File: config.mk
export PLATFORM = sky130hd
export DESIGN_NAME = add_arbiter
export DESIGN_NICKNAME = d
export VERILOG_FILES = /design/src/rtl/add_arbiter.sv
export SDC_FILE = /design/constraint.sdc
export NUM_CORES = 1
export LEC_CHECK = 0
export BUFFER_PORTS_ARGS = -buffer_cell sky130_fd_sc_hd__buf_2
export CORE_MARGIN = 1
export CORE_UTILIZATION = 40
export CTS_BUF_LIST = sky130_fd_sc_hd__clkbuf_8
export CTS_CLUSTER_SIZE = 24
export DETAILED_ROUTE_END_ITERATION = 16
export PLACE_DENSITY = 0.75
export SLEW_MARGIN = 10
export SYNTH_ARGS = -nofsm -noshare
export SYNTH_HDL_FRONTEND = slang
export SYNTH_SLANG_ARGS = --single-unit
File: constraint.sdc
create_clock -name clk -period 6.36 [get_ports clk]
set_input_delay 0.318 -clock clk [delete_from_list [all_inputs] [get_ports clk]]
set_output_delay 0.318 -clock clk [all_outputs]
set_load 0.01 [all_outputs]
File: src/rtl/add_arbiter.sv
// Shares one adder/ALU datapath between two requesters (ADD_ARB_FIXED_PRIO_EN: fixed priority, else round-robin).
// Handshake to resp_valid is 2 cycles, one op per 3 cycles; resp_ready low holds RESP with resp_* stable.
module add_arbiter #(
  parameter int WIDTH  = 32,
  parameter int OP_LEN = 5
) (
  input  logic              clk,
  input  logic              rst,
  input  logic [1:0]        req_valid,
  output logic [1:0]        req_ready,
  input  logic [WIDTH-1:0]  req0_a,
  input  logic [WIDTH-1:0]  req0_b,
  input  logic [OP_LEN-1:0] req0_opcode,
  input  logic [WIDTH-1:0]  req1_a,
  input  logic [WIDTH-1:0]  req1_b,
  input  logic [OP_LEN-1:0] req1_opcode,
  output logic [WIDTH-1:0]  dp_a,
  output logic [WIDTH-1:0]  dp_b,
  output logic [OP_LEN-1:0] dp_opcode,
  input  logic [WIDTH-1:0]  dp_final_sum,
  input  logic              dp_cout,
  input  logic              dp_negative_flag,
  input  logic              dp_overflow_flag,
  input  logic              dp_zero_flag,
  output logic              resp_valid,
  input  logic              resp_ready,
  output logic              resp_id,
  output logic [WIDTH-1:0]  resp_sum,
  output logic              resp_cout,
  output logic              resp_neg,
  output logic              resp_ovf,
  output logic              resp_zero
);

  typedef enum logic [1:0] {
    ST_IDLE = 2'd0,
    ST_EXEC = 2'd1,
    ST_RESP = 2'd2
  } state_t;

  typedef struct packed {
    logic [WIDTH-1:0]  a;
    logic [WIDTH-1:0]  b;
    logic [OP_LEN-1:0] opcode;
  } op_t;

  typedef struct packed {
    logic [WIDTH-1:0] sum;
    logic             cout;
    logic             neg;
    logic             ovf;
    logic             zero;
  } res_t;

  state_t r_state;
  state_t w_state_nxt;
  logic   w_grant;
  logic   w_req_hs;
  logic   w_capture;
  op_t    w_req_sel;
  op_t    r_dp;
  res_t   r_resp;
  logic   r_resp_id;

`ifdef ADD_ARB_FIXED_PRIO_EN
  // Requester 0 wins whenever it is valid; no fairness history is kept.
  always_comb begin
    w_grant = ~req_valid[0] & req_valid[1];
  end
`else
  logic r_last_grant;

  always_comb begin
    w_grant = 1'b0;
    case (req_valid)
      2'b01:   w_grant = 1'b0;
      2'b10:   w_grant = 1'b1;
      2'b11:   w_grant = ~r_last_grant;
      default: w_grant = 1'b0;
    endcase
  end

  always_ff @(posedge clk or posedge rst) begin
    if (rst) begin
      r_last_grant <= 1'b1;
    end else if (w_req_hs) begin
      r_last_grant <= w_grant;
    end
  end
`endif

  always_comb begin
    if (w_grant) begin
      w_req_sel = '{a: req1_a, b: req1_b, opcode: req1_opcode};
    end else begin
      w_req_sel = '{a: req0_a, b: req0_b, opcode: req0_opcode};
    end
  end

  always_ff @(posedge clk or posedge rst) begin
    if (rst) begin
      r_state <= ST_IDLE;
    end else begin
      r_state <= w_state_nxt;
    end
  end

  always_comb begin
    w_state_nxt = r_state;
    req_ready   = 2'b00;
    resp_valid  = 1'b0;
    w_req_hs    = 1'b0;
    w_capture   = 1'b0;
    case (r_state)
      ST_IDLE: begin
        // rst gating keeps ready low for the whole reset pulse, not just after the edge.
        w_req_hs = ~rst & req_valid[w_grant];
        req_ready[w_grant] = w_req_hs;
        if (w_req_hs) begin
          w_state_nxt = ST_EXEC;
        end
      end
      ST_EXEC: begin
        w_capture   = 1'b1;
        w_state_nxt = ST_RESP;
      end
      ST_RESP: begin
        resp_valid = 1'b1;
        if (resp_ready) begin
          w_state_nxt = ST_IDLE;
        end
      end
      default: begin
        w_state_nxt = ST_IDLE;
      end
    endcase
  end

  always_ff @(posedge clk or posedge rst) begin
    if (rst) begin
      r_dp      <= '0;
      r_resp_id <= 1'b0;
    end else if (w_req_hs) begin
      r_dp      <= w_req_sel;
      r_resp_id <= w_grant;
    end
  end

  always_ff @(posedge clk or posedge rst) begin
    if (rst) begin
      r_resp <= '0;
    end else if (w_capture) begin
      r_resp <= '{sum:  dp_final_sum,
                  cout: dp_cout,
                  neg:  dp_negative_flag,
                  ovf:  dp_overflow_flag,
                  zero: dp_zero_flag};
    end
  end

  assign dp_a      = r_dp.a;
  assign dp_b      = r_dp.b;
  assign dp_opcode = r_dp.opcode;
  assign resp_id   = r_resp_id;
  assign resp_sum  = r_resp.sum;
  assign resp_cout = r_resp.cout;
  assign resp_neg  = r_resp.neg;
  assign resp_ovf  = r_resp.ovf;
  assign resp_zero = r_resp.zero;

endmodule

==> reports/results.ini <==
[run_status]
status=finished, final reports clean

[clocking]
clock_path_buffers=2
cts-resized-gates=0
clock-sinks=109
post_cts_buffers=0
htree_levels=3
cts_buffers=9
clk-insertion-delay-late_ps=370
cts.clk_slew.worst_paths_ps=110
root_buffer=clkbuf_8
postCtsHoldBufs=0
cts_tree=done

[layout]
nNetsFinal=850
drive_gt1_share_pct=51.6
insertedDiodeCount=0
final.fill_count=1016
syn2layout_area_growth_pct=35.7

[yosys]
synth.yosys.seq_area_share_pct=57.7
ys_ff_latch=109
yosysTopAreaCell=dfrtp_1
yosys_warnings=0
synth_top_area_share_pct=57.1
ys_types=19
postSynthAreaPerCell_sq_um=11.5
syn-num-nets=591
syn_inst=412
synth_area_leaders=dfrtp_1, a221o_1, mux2_2
netlist_area_sq_mm=0.00473

[placement]
dp_hpwl_um=9620
gp_congestion=0.799
port_buffers=287
dp_slack_ps=3740

[power_and_ir_drop]
ir_worst_vdd_uv=266
power.density_mw_per_mm2=431
p_leak_nw=3.28

[timing]
worstMarginPinSlew_ps=867
fin_skew_ps=11.9
fmax_ghz=0.384
max-slew-margin-rel_pct=42.2
rsz0062_at_grt=false
post-route-min-period_ps=2600
period_share_pct=40.9
setup_violations=0
layout_setup_ws_ps=3760
slew_violations=0
fin_tns_setup_ps=0
hold_viol_final=0

[routing]
via_count=4388
vias_per_cell=5.36
dr.pass1.iters=4
drc=0
antenna_left=0
first_iter_violations=261
drt_wl_total_um=13400
wl_per_cell_um=16.4

[worst_setup_path]
worstPathCellList=nor3_1 -> and3_4 -> buf_2
crit_type=reg2out
cp_max_fo=70
cp-end-kind=output pin
worstReg2RegStart=r_state[1]
start_kind=flip-flop
ff2ff_setup_slack_ps=4310
arrival_ps=2290
worstPathRequired_ps=6040
cp_slowest_cell=and3_4
reg2reg_to=dp_a[2]
reg2regPathDepth=4
slowest_delay_ps=790

[global_routing]
grt_pass1_vias=4334
grt_max_degree=73
overflow=0
grt_use_total_pct=22.0
grt_pass1_wl_um=21500
grt_antenna_before_repair=0

[flow_run]
max_cap_viol_count=0

[floorplan]
pin_count=288
start_util_pct=41.3
dieArea_sq_mm=0.0123
rows=39
core_area_sq_mm=0.0115
die_x_um=111
die_h_um=111

[worst_hold_path]
min_path_type=in2async

-- registers in the layout, indices dropped and copies added, names as in the netlist, 2 cells and up --
signal / cells
dp_a: 32
dp_b: 32
resp_sum: 32
dp_opcode: 5
r_state: 2
-- cell usage in the layout (no fill, tap or decap), drive strengths merged --
cell type,n
dfrtp,108
inv,7
nor3,70
nor2b,1
o21ai,2
buf,291
nand2b,3
a221o,69
mux2,36
nand3,1
clkbuf,9
and3,1
dfstp,1
o21a,2
nand2,70
bufinv,2
clkinv,2
or3,1
-- worst max-delay path by stage --
| stage | slack, ps | start | cells after the start | end |
|---|---|---|---|---|
| floorplan | 3170 | rst | 1 | dp_a[0] |
| finish | 3760 | r_state[1] | 3 | req_ready[1] |
| global placement | 3790 | req_valid[0] | 5 | req_ready[1] |
| global route | 3580 | r_state[1] | 3 | req_ready[1] |
| CTS | 3350 | r_state[1] | 3 | req_ready[1] |
| detailed placement | 3740 | req_valid[0] | 5 | req_ready[1] |
-- critical path, delay by kind of cell, from the launching register on --
family / cells / cell delay [ps]
DFF: 1 / 420
buffers and inverters: 1 / 260
and+or+nand+nor: 2 / 1230
-- area by class of cell --
cell class	count	area [sq um]	share of cell area [%]
Timing Repair Buffer	291	1470	22.8
Clock buffer	9	124	1.93
Tap cell	143	179	2.79
Inverter	4	17.5	0.273
Multi-Input combinational cell	256	1810	28.2
Sequential cell	109	2730	42.5
Clock inverter	7	97.6	1.52
-- cell usage after synthesis --
cell type	instances
buf_1	3
o21ai_0	1
a221o_1	69
inv_1	4
nor3_1	70
o21ai_1	1
or3_1	1
nand2b_1	3
and3_1	1
clkbuf_1	9
dfstp_2	1
nor2b_1	1
o21a_1	2
nand3_1	1
dfrtp_1	108
mux2_2	36
nand2_1	70
buf_2	29
buf_6	2
-- stage by stage --
step                cells  instance area, sq um  utilization, %  power, mW  hold slack, ps
finish                819                  6420            56.0       2.77           0.296
global route          819                  6420            56.0       2.93            29.2
CTS                   819                  6410            55.9       2.79            7.29
detailed placement    803                  6190            54.0       2.33             431
global placement      803                  6190            54.0       2.29             420
floorplan             412                  4730               -       1.83             426
-- cells by family after synthesis --
logic type / synth area share, %
AOI/OAI and AO/OA: 15.1
DFF: 57.7
buffers and inverters: 4.81
and+or+nand+nor: 13.9
muxes: 8.56
-- routing by layer --
metal  vias to the layer above  part of all wire, %  GRT usage, %
met5                         -                    0             0
met4                         0                  2.2          8.80
met3                        22                  6.7          4.32
met2                       218                   50          37.6
met1                      2100                   41          27.4
li1                       2048                    -             -
-- report_power, final --
| group | switching, mW | internal, mW |
|---|---|---|
| Clock | 0.235 | 0.225 |
| Combinational | 0.549 | 0.551 |
| Sequential | 0.187 | 1.02 |
Note: power is estimated with default switching activity, not from simulation.
